[src/rtl/serial_cmd_packetizer.sv]
// ---------------------------------------------------------------------------
// serial_cmd_packetizer
//
// Host-side initiator for the diff_freq_serial_out command protocol. One
// request is captured per valid/ready handshake and serialized into the UART
// byte stream. Each byte is handed to the UART TX with a one-clock start pulse,
// and the next byte follows the TX done tick.
//
//   data update (6 B): CMD_DATA, pattern[31:24..7:0], {channel, 0, mode, 2'b01}
//   freq update (7 B): CMD_FREQ, pattern[31:24..7:0], slow_period, fast_period
//
// If the TX does not report completion within TIMEOUT_CYC clocks of the start
// pulse, the packet is dropped and err_tick_o pulses. A done tick arriving on
// the timeout clock still counts as success.
//
// Optional feature: define INTER_BYTE_GAP_EN to insert GAP_CYC idle clocks
// between bytes (never after the final byte). Without it, the GAP state, its
// counter and the GAP_CYC parameter do not exist.
//
// Ports
//   clk_i            in   system clock
//   rst_n            in   reset, asynchronous, ACTIVE-HIGH (legacy naming)
//   req_valid_i      in   request present
//   req_ready_o      out  request accepted this cycle if valid (IDLE only)
//   req_type_i       in   0 = data update, 1 = frequency update
//   pattern_i[31:0]  in   output pattern (data) or freq pattern (freq)
//   channel_i[3:0]   in   output channel (data only)
//   mode_i           in   0 = one-shot, 1 = repeat (data only)
//   slow_period_i    in   slow period (freq only)
//   fast_period_i    in   fast period (freq only)
//   tx_start_o       out  one-clock pulse: UART TX loads tx_data_o
//   tx_data_o[7:0]   out  byte to transmit, held until its done tick
//   tx_done_tick_i   in   UART TX byte complete
//   busy_o           out  packet in progress
//   pkt_done_tick_o  out  one-clock pulse after last byte completes
//   err_tick_o       out  one-clock pulse on timeout abort
// ---------------------------------------------------------------------------
module serial_cmd_packetizer #(
  parameter logic [7:0]  CMD_DATA    = 8'h0B,
  parameter logic [7:0]  CMD_FREQ    = 8'h0A,
  parameter int unsigned TIMEOUT_CYC = 65535
`ifdef INTER_BYTE_GAP_EN
  ,
  parameter int unsigned GAP_CYC     = 16
`endif
) (
  input  logic        clk_i,
  input  logic        rst_n,
  input  logic        req_valid_i,
  output logic        req_ready_o,
  input  logic        req_type_i,
  input  logic [31:0] pattern_i,
  input  logic [3:0]  channel_i,
  input  logic        mode_i,
  input  logic [7:0]  slow_period_i,
  input  logic [7:0]  fast_period_i,
  output logic        tx_start_o,
  output logic [7:0]  tx_data_o,
  input  logic        tx_done_tick_i,
  output logic        busy_o,
  output logic        pkt_done_tick_o,
  output logic        err_tick_o
);

  localparam logic [15:0] TIMEOUT_LIM = 16'(TIMEOUT_CYC);
`ifdef INTER_BYTE_GAP_EN
  localparam logic [15:0] GAP_LAST    = 16'(GAP_CYC - 1);
`endif

  typedef enum logic [2:0] {
    S_IDLE,
    S_LOAD,
    S_START,
    S_WAIT,
    S_DONE
`ifdef INTER_BYTE_GAP_EN
    ,
    S_GAP
`endif
  } state_t;

  state_t      state;
  state_t      state_next;
  logic [2:0]  byte_idx;
  logic [2:0]  last_idx;
  logic [15:0] wait_cnt;
  logic [7:0]  tx_data_q;
  logic        timeout;
  logic [7:0]  pkt_buf [0:6];
`ifdef INTER_BYTE_GAP_EN
  logic [15:0] gap_cnt;
`endif

  // NOTE: this codebase's rst_n is active-HIGH despite its name, so the
  // sensitivity is posedge rst_n and the reset branch tests rst_n, not !rst_n.
  always_ff @(posedge clk_i or posedge rst_n) begin
    if (rst_n) state <= S_IDLE;
    else       state <= state_next;
  end

  // NOTE: every signal assigned in this block gets a default first, so no
  // path through the case can leave one unassigned and infer a latch.
  always_comb begin
    state_next = state;
    timeout    = 1'b0;
    case (state)
      S_IDLE:  if (req_valid_i) state_next = S_LOAD;
      S_LOAD:  state_next = S_START;
      S_START: state_next = S_WAIT;
      S_WAIT: begin
        // A done tick on the timeout clock takes priority over the abort.
        if (tx_done_tick_i) begin
          if (byte_idx == last_idx) state_next = S_DONE;
`ifdef INTER_BYTE_GAP_EN
          else                      state_next = S_GAP;
`else
          else                      state_next = S_LOAD;
`endif
        end else if (wait_cnt >= TIMEOUT_LIM) begin
          timeout    = 1'b1;
          state_next = S_IDLE;
        end
      end
`ifdef INTER_BYTE_GAP_EN
      S_GAP:   if (gap_cnt == GAP_LAST) state_next = S_LOAD;
`endif
      S_DONE:  state_next = S_IDLE;
      default: state_next = S_IDLE;
    endcase
  end

  // wait_cnt is loaded with 1 on the start clock, so in WAIT it equals the
  // number of clocks since tx_start_o; it saturates instead of wrapping.
  // NOTE: sequential state uses non-blocking assignments only, so every
  // register here sees the pre-edge values of the others.
  always_ff @(posedge clk_i or posedge rst_n) begin
    if (rst_n) begin
      byte_idx  <= 3'd0;
      last_idx  <= 3'd5;
      wait_cnt  <= 16'd0;
      tx_data_q <= 8'h00;
`ifdef INTER_BYTE_GAP_EN
      gap_cnt   <= 16'd0;
`endif
    end else begin
      case (state)
        S_IDLE: begin
          byte_idx <= 3'd0;
          if (req_valid_i) last_idx <= req_type_i ? 3'd6 : 3'd5;
        end
        S_LOAD:  tx_data_q <= pkt_buf[byte_idx];
        S_START: wait_cnt  <= 16'd1;
        S_WAIT: begin
          if (tx_done_tick_i) begin
            if (byte_idx != last_idx) byte_idx <= byte_idx + 3'd1;
`ifdef INTER_BYTE_GAP_EN
            gap_cnt <= 16'd0;
`endif
          end else if (wait_cnt != 16'hFFFF) begin
            wait_cnt <= wait_cnt + 16'd1;
          end
        end
`ifdef INTER_BYTE_GAP_EN
        S_GAP:   gap_cnt <= gap_cnt + 16'd1;
`endif
        default: ;
      endcase
    end
  end

  // NOTE: the packet buffer is pure datapath, written before it is ever read,
  // so it carries no reset and can map onto plain flops or distributed RAM.
  always_ff @(posedge clk_i) begin
    if (state == S_IDLE && req_valid_i) begin
      pkt_buf[0] <= req_type_i ? CMD_FREQ : CMD_DATA;
      pkt_buf[1] <= pattern_i[31:24];
      pkt_buf[2] <= pattern_i[23:16];
      pkt_buf[3] <= pattern_i[15:8];
      pkt_buf[4] <= pattern_i[7:0];
      pkt_buf[5] <= req_type_i ? slow_period_i : {channel_i, 1'b0, mode_i, 2'b01};
      pkt_buf[6] <= fast_period_i;
    end
  end

  assign req_ready_o     = (state == S_IDLE);
  assign busy_o          = (state != S_IDLE);
  assign tx_start_o      = (state == S_START);
  assign pkt_done_tick_o = (state == S_DONE);
  assign err_tick_o      = timeout;
  assign tx_data_o       = tx_data_q;

endmodule

[config.mk]
export PLATFORM = sky130hd
export DESIGN_NAME = serial_cmd_packetizer
export DESIGN_NICKNAME = d
export VERILOG_FILES = /design/src/rtl/serial_cmd_packetizer.sv
export SDC_FILE = /design/constraint.sdc
export NUM_CORES = 1
export LEC_CHECK = 0
export BUFFER_PORTS_ARGS = -buffer_cell sky130_fd_sc_hd__buf_4
export CAP_MARGIN = 25
export CORE_MARGIN = 5
export CORE_UTILIZATION = 45
export DETAILED_ROUTE_END_ITERATION = 12
export PLACE_DENSITY_LB_ADDON = 0.3
export RECOVER_POWER = 50
export SYNTH_ARGS = -nofsm -noshare
export SYNTH_HDL_FRONTEND = slang
export SYNTH_SLANG_ARGS = --single-unit
[constraint.sdc]
create_clock -name clk_i -period 6.28 [get_ports clk_i]
set_input_delay 1.884 -clock clk_i [delete_from_list [all_inputs] [get_ports clk_i]]
set_output_delay 1.884 -clock clk_i [all_outputs]
set_load 0.05 [all_outputs]
## After elaboration in Yosys (flattened, before gate mapping)

Memories as Yosys holds them, arrays and structs flattened. A register that Yosys moved wholly into a read port is not among the register bits.
Cells that the tools add are included.

- Flip-flop bits (word level): 25
- RAM bits: 56
- Input bits: 58
- Output and inout port bits: 13
- Logic and storage cells: 49
- Memories: 1

- Add/subtract/negate cells: 2
- Order comparisons: 1
- Eq/ne operators: 13
- Multiplexer cells: 19
- Reductions and logical operators: 9

Memory list:

| memory | depth | width | read ports | clocked after memory_dff | wr ports | RTL line | source |
|---|---|---|---|---|---|---|---|
| pkt_buf | 7 | 8 | 1 | 1 | 7 | 89 | `logic [7:0] pkt_buf [0:6];` |

Operators with widths:

| operator | count |
|---|---|
| 2-to-1 mux 16 bit | 2 |
| case mux 16 bit (2 select lines) | 1 |
| 2-to-1 mux 3 bit | 6 |
| adder 16 x 1 -> 16 bit (second input constant) | 1 |
| greater-or-equal comparator 16 bit (second input constant) | 1 |
| != test 16 bit (second input constant) | 1 |
| case mux 3 bit (4 select lines) | 1 |
| != test 2 bit (second input constant) | 5 |
| 2-to-1 mux 8 bit | 1 |
| equality test 3 x 2 -> 1 bit (second input constant) | 2 |
| 2-to-1 mux 1 bit | 6 |
| case mux 3 bit (2 select lines) | 1 |
| AND reduction 3 bit | 2 |
| AND reduction 2 bit | 2 |
| nonzero test 2 bit | 2 |
| adder 3 x 1 -> 3 bit (second input constant) | 1 |
| equality test 3 x 1 -> 1 bit (second input constant) | 1 |
| equality test 3 bit | 1 |
| equality test 3 bit (second input constant) | 1 |
| logical NOT 3 bit | 1 |
| != test 3 bit | 1 |
| != test 3 bit (second input constant) | 1 |
| nonzero test 3 bit | 1 |
| 2-to-1 mux 2 bit | 1 |
| logical AND 1 bit | 1 |

## Depth between registers and ports, before layout

Gate-level depths: netlist of run 1.

- Depth after elaboration: 4
- Mapped depth: 7
- Depth with buffers taken out: 5

## Least setup slack after synthesis of run 1

Ideal clock, no wire load.

- Kind: input -> output
- From: input tx_done_tick_i
- To: output err_tick_o
- Data arrival time: 3461 ps
- Slack: 935 ps
- Stages on the path: 4
- Path buffers: 1
- Cells stage by stage: clkbuf_1 > nor3_1 > nand2_1 > nor3_1

- Word-level cells in the longest chain between the ends: 2

RTL lines:

| item | RTL line | source |
|---|---|---|
| start: declaration | 59 | `input logic tx_done_tick_i,` |
| 2-to-1 mux 1 bit | 112 | `if (tx_done_tick_i) begin` |
| 2-to-1 mux 1 bit | 106 | `case (state)` |
| end: declaration | 62 | `output logic err_tick_o` |

No other way between the ends.

## Worst setup path in the final report of run 1

Same ends and word-level chain as after synthesis.

==> impl_metrics.env, run 1 <==
export IMPL_run_status="finished with violations"
export IMPL_violations="max-capacitance violations, max-slew violations"
export IMPL_grt_pass1_wl_mm=12.9
export IMPL_cts_max_level=3
export IMPL_fill_cells=691
export IMPL_hpwl_mm=5.65
export IMPL_crit_type="in2out"
export IMPL_slew_headroom=-0.151
export IMPL_async_reset_ff_frac=0.395
export IMPL_port_buffers=70
export IMPL_layout_commonest_cell="edfxtp_1"
export IMPL_synth_net_count=382
export IMPL_dr_first_iter_drc_count=121
export IMPL_cp_end_kind="primary output"
export IMPL_hold_viol_final=0
export IMPL_cp_arrival_ns=3.08
export IMPL_avgSynthCellArea_sq_um=11.8
export IMPL_grt_max_degree=37
export IMPL_cts_clk_slew_worst_paths_ns=0.08
export IMPL_startpoint_type="input pin"
export IMPL_cts_repair_resized=0
export IMPL_drive_above_1_share=0.266
export IMPL_cts_root_buf="clkbuf_8"
export IMPL_numCtsBuffers=9
export IMPL_synth_edf_count=49
export IMPL_drcViolationCount=0
export IMPL_area_growth_pct=22.3
export IMPL_vdd_drop_max_uv=255
export IMPL_timing_final_crit_period_ns=4.96
export IMPL_ys_flop_type="edfxtp_1"
export IMPL_finalSetupViolations=0
export IMPL_layout_common_cells="49 x edfxtp_1, 40 x clkbuf_4, 37 x nand2_1"
export IMPL_die_h_um=102
export IMPL_wl_per_cell_um=16.2
export IMPL_core_sq_mm=0.00822
export IMPL_tns_ns=0
export IMPL_syn_area_sq_mm=0.00380
export IMPL_ys_seq_area_frac=0.598
export IMPL_dieArea_sq_mm=0.0104
export IMPL_grt_pass1_vias=2662
export IMPL_initial_utilization=0.463
export IMPL_ios=71
export IMPL_postLayoutCoreUtil=0.566
export IMPL_ant_nets=0
export IMPL_cts_sinks=81
export IMPL_clockBufferDepth=2
export IMPL_grt_overflow_total=0
export IMPL_finClkSkew_ns=0.00967
export IMPL_worst_slew_pin_slew_ns=1.73
export IMPL_gp_congestion=0.819
export IMPL_syn_inst=322
export IMPL_fmax_mhz=202
export IMPL_antenna_found_initial=0
export IMPL_worst_path_max_fanout=19
export IMPL_clock_latency_ns=0.35
export IMPL_rsz0062_at_grt="false"
export IMPL_track_usage=0.163
export IMPL_viasPerCell=5.66
export IMPL_yosys_warnings=0
export IMPL_period_share=0.790
export IMPL_holdBufCountCts=0
export IMPL_power_density_mw_per_mm2=385
export IMPL_diodes=0
export IMPL_placementRows=33
export IMPL_cp_required_ns=4.40
export IMPL_timing_max_cap_violations=1
export IMPL_dr_total_vias=2784
export IMPL_cts_setup_buffers=0
export IMPL_first_pass_iters=4
export IMPL_fp_dieW_um=102
export IMPL_power_leakage_nw=1.84
export IMPL_cts_tree="done"
export IMPL_fin_nets=442
export IMPL_slew_violations=33
export IMPL_netlist_cell_type_count=59
export IMPL_hp_class="reg2reg"
export IMPL_synth_seq_cells=81
export IMPL_wirelength_mm=7.99
-- synth_stat cells, types with 2 or more instances --
| cell type | n | area [sq um] |
|---|---|---|
| a211o_1 | 3 | 26.3 |
| nand4b_1 | 2 | 17.5 |
| a21oi_1 | 16 | 80.1 |
| a31oi_1 | 3 | 18.8 |
| clkbuf_1 | 19 | 71.3 |
| ha_1 | 2 | 25.0 |
| dfrtp_1 | 31 | 776 |
| nor2_1 | 14 | 52.6 |
| o311a_1 | 3 | 30.0 |
| nand3_1 | 10 | 50.1 |
| nand2_1 | 37 | 139 |
| inv_1 | 7 | 26.3 |
| nand4_1 | 5 | 31.3 |
| buf_2 | 4 | 20.0 |
| a21o_1 | 2 | 15.0 |
| and2_1 | 2 | 12.5 |
| o211ai_1 | 6 | 45.0 |
| a2bb2oi_1 | 2 | 17.5 |
| nor4b_1 | 3 | 26.3 |
| o21ai_0 | 16 | 80.1 |
| a311oi_1 | 2 | 17.5 |
| o21ai_1 | 4 | 20.0 |
| nand2b_1 | 3 | 18.8 |
| xnor2_1 | 2 | 17.5 |
| edfxtp_1 | 49 | 1470 |
| a32oi_1 | 3 | 26.3 |
| nor4_1 | 8 | 50.1 |
| or4_1 | 2 | 15.0 |
| a211oi_1 | 5 | 37.5 |
| nor3_1 | 5 | 25.0 |
| mux2i_1 | 17 | 170 |
| nand3b_1 | 2 | 15.0 |
| mux2_2 | 7 | 78.8 |
-- flip-flops by register name, indices dropped and copies added (netlist names) --
register	cells
state	3
byte_idx	3
pkt_buf	49
wait_cnt	16
tx_data_o	8
last_idx	2
-- through the flow --
stage	instances	setup WS, ns	hold slack [ns]	total power [mW]	area (sq um)
4_1_cts	491	1.56	0.511	1.82	4660
6_report	492	1.32	0.501	1.79	4650
5_1_grt	492	1.18	0.533	1.89	4650
3_5_place_dp	475	1.56	0.493	1.35	4410
3_3_place_gp	473	1.59	0.477	1.32	4360
2_1_floorplan	322	0.935	0.488	1.17	3800
-- routing by layer --
metal / vias to the layer above / routed length [um] / GRT usage
met5: - / 0 / 0
met4: 0 / 189 / 0.0817
met3: 15 / 398 / 0.0341
met2: 82 / 4030 / 0.278
met1: 1342 / 3370 / 0.197
li1: 1345 / - / -
-- cell families after synthesis --
| kind of cell | Yosys count | synth area share |
|---|---|---|
| buf+inv | 32 | 0.0352 |
| simple gates | 105 | 0.151 |
| xor+xnor | 2 | 0.00460 |
| flops | 81 | 0.598 |
| fa+ha+maj | 2 | 0.00658 |
| mux | 25 | 0.0714 |
| compound gates | 75 | 0.134 |
-- layout make-up --
| type | instances | area, sq um | share of cell area |
|---|---|---|---|
| clock inverter | 6 | 114 | 0.0245 |
| inverter | 7 | 26.3 | 0.00565 |
| tap | 105 | 131 | 0.0282 |
| sequential | 81 | 2270 | 0.488 |
| multi-input combinational | 209 | 1400 | 0.301 |
| timing repair buffer | 74 | 573 | 0.123 |
| clock buffer | 10 | 138 | 0.0296 |
-- where the power goes --
part / leakage, nW / total [mW] / switching, mW / internal (mW)
clock: 0.126 / 0.467 / 0.190 / 0.277
combinational: 0.849 / 0.536 / 0.325 / 0.211
sequential: 0.861 / 0.787 / 0.125 / 0.662
total: 1.84 / 1.79 / 0.640 / 1.15
-- worst paths after layout --
| path | from | endpoint | slack [ns] | cells after the start |
|---|---|---|---|---|
| hold / removal | tx_data_o[2] | tx_data_o[2] | 0.50 | 2 |
| min in group asynchronous | rst_n | wait_cnt[15] | 2.13 | 3 |
| setup reg to reg | state[0] | last_idx[1] | 3.77 | 4 |
| hold reg to reg | tx_data_o[2] | tx_data_o[2] | 0.50 | 2 |
| max in group asynchronous | rst_n | state[0] | 3.14 | 3 |
| setup / recovery | tx_done_tick_i | err_tick_o | 1.32 | 5 |
-- worst max-delay path, cell delays in order --
cell and delay (ns):
clkbuf_1 0.32, nor3_1 0.41, nand2_1 0.10, nor3_1 0.14
buf_4 0.23
(Power assumes the default switching activity.)
==> inputs of run 2 (changes only) <==
==> constraint.sdc (replaced) <==
create_clock -name clk_i -period 4.84 [get_ports clk_i]
set_input_delay 1.452 -clock clk_i [delete_from_list [all_inputs] [get_ports clk_i]]
set_output_delay 1.452 -clock clk_i [all_outputs]
set_load 0.05 [all_outputs]
==> impl_metrics.env, run 2 (synthesis gave the netlist of run 1 again) <==
export IMPL_first_pass_iters=4
export IMPL_cts_repair_resized=0
export IMPL_vdd_drop_max_uv=244
export IMPL_power_internal_mw=1.33
export IMPL_finalSetupViolations=0
export IMPL_p_seq_frac=0.457
export IMPL_clock_latency_ns=0.36
export IMPL_grt_pass1_vias=2668
export IMPL_viasPerCell=5.58
export IMPL_top_register="pkt_buf"
export IMPL_rsz0062_at_grt="false"
export IMPL_hold_viol_final=0
export IMPL_finClkSkew_ns=0.0118
export IMPL_period_share=0.809
export IMPL_worst_slew_pin_slew_ns=1.83
export IMPL_antenna_found_initial=0
export IMPL_fmax_mhz=255
export IMPL_cts_setup_buffers=0
export IMPL_cts_max_level=3
export IMPL_track_usage=0.157
export IMPL_sw_frac_of_total=0.387
export IMPL_holdBufCountCts=0
export IMPL_numCtsBuffers=9
export IMPL_area_growth_pct=20.8
export IMPL_wl_per_cell_um=16.0
export IMPL_grt_max_degree=37
export IMPL_path_buf_inv=2
export IMPL_critPathSlowestCell="nor3_1"
export IMPL_largest_reg_flops=49
export IMPL_tns_ns=0
export IMPL_clockBufferDepth=2
export IMPL_pwr_share_clk=0.207
export IMPL_timing_max_cap_violations=1
export IMPL_ios=71
export IMPL_power_switching_uw=843
export IMPL_power_leakage_nw=1.81
export IMPL_cts_tree="done"
export IMPL_max_stage_delay_ns=0.35
export IMPL_dr_first_iter_drc_count=113
export IMPL_layout_commonest_cell="edfxtp_1"
export IMPL_drcViolationCount=0
export IMPL_placementRows=33
export IMPL_power_mw=2.18
export IMPL_cts_clk_slew_worst_paths_ns=0.08
export IMPL_slew_violations=33
export IMPL_p_comb_frac=0.336
export IMPL_violations="max-capacitance violations, max-slew violations"
export IMPL_gp_congestion=0.799
export IMPL_timing_final_crit_period_ns=3.91
export IMPL_grt_overflow_total=0
export IMPL_cp_arrival_ns=2.46
export IMPL_power_density_mw_per_mm2=473
export IMPL_crit_type="in2out"
export IMPL_port_buffers=70
export IMPL_ant_nets=0
export IMPL_fill_cells=711
export IMPL_fin_nets=443
export IMPL_worst_path_max_fanout=19
export IMPL_cp_end_kind="primary output"
export IMPL_initial_utilization=0.463
export IMPL_fp_dieW_um=102
export IMPL_core_sq_mm=0.00822
export IMPL_run_status="finished with violations"
export IMPL_cp_required_ns=3.39
export IMPL_slew_headroom=-0.220
export IMPL_layout_common_cells="49 x edfxtp_1, 41 x clkbuf_4, 37 x nand2_1"
export IMPL_dr_total_vias=2751
export IMPL_hp_class="reg2reg"
export IMPL_cts_root_buf="clkbuf_8"
export IMPL_drive_above_1_share=0.273
export IMPL_startpoint_type="input pin"
export IMPL_wirelength_mm=7.91
export IMPL_dieArea_sq_mm=0.0104
export IMPL_die_h_um=102
export IMPL_crit_chain="buf_4 -> nor3_1 -> nand2_1 -> nor3_1 -> buf_4"
export IMPL_cpLargestDelayFamily="simple AND/OR/NAND/NOR gates"
export IMPL_diodes=0
export IMPL_cts_sinks=81
export IMPL_hpwl_mm=5.62
export IMPL_grt_pass1_wl_mm=12.5
run 2: tightest hold or removal path, cell delays in order (launching register included):
cell     delay [ns]
dfrtp_1        0.36
nand2_1        0.05
o21ai_0        0.06
run 2: through the flow:
| step | setup WS [ns] | instances | utilization | hold slack (ns) | instance area (sq um) |
|---|---|---|---|---|---|
| floorplan | 0.359 | 322 | - | 0.488 | 3800 |
| global placement | 1.00 | 474 | 0.532 | 0.479 | 4370 |
| detailed placement | 0.946 | 476 | 0.538 | 0.486 | 4420 |
| CTS | 0.940 | 492 | 0.560 | 0.508 | 4600 |
| global route | 0.767 | 493 | 0.560 | 0.533 | 4600 |
| finish | 0.925 | 493 | 0.560 | 0.495 | 4600 |
run 2: area by class of cell:
| class | count | area (sq um) | area share |
|---|---|---|---|
| Clock buffer | 10 | 128 | 0.0278 |
| Clock inverter | 6 | 52.6 | 0.0114 |
| Inverter | 7 | 26.3 | 0.00571 |
| Multi-Input combinational cell | 209 | 1400 | 0.304 |
| Sequential cell | 81 | 2270 | 0.494 |
| Tap cell | 105 | 131 | 0.0286 |
| Timing Repair Buffer | 75 | 588 | 0.128 |
run 2: power groups by stage:
stage,registers (mW),clock network (mW),logic [mW]
after global placement,1.02,0,0.701
after CTS,0.996,0.468,0.747
after detailed placement,1.01,0,0.745
after floorplan,1.03,0,0.493
after global routing,1.01,0.490,0.802
final,0.994,0.451,0.731
run 2: path summary, 6_finish.rpt:
| path | startpoint | end | slack, ns | cells after the start |
|---|---|---|---|---|
| worst max register to register | state[0] | last_idx[1] | 2.54 | 5 |
| worst min register to register | tx_data_o[7] | tx_data_o[7] | 0.49 | 2 |
| worst min-delay path | tx_data_o[7] | tx_data_o[7] | 0.49 | 2 |
| max in group asynchronous | rst_n | tx_data_o[7] | 2.03 | 3 |
| worst max-delay path | tx_done_tick_i | err_tick_o | 0.93 | 5 |
| min in group asynchronous | rst_n | wait_cnt[1] | 1.73 | 3 |
run 2: per-layer routing:
layer  wire length (um)  global-route usage  share of wire  vias up
met5                  0                   0              0        -
met4                126              0.0585          0.016        0
met3                479              0.0457          0.061       11
met2               3990               0.266           0.50       78
met1               3310               0.191           0.42     1318
li1                   -                   -              -     1344
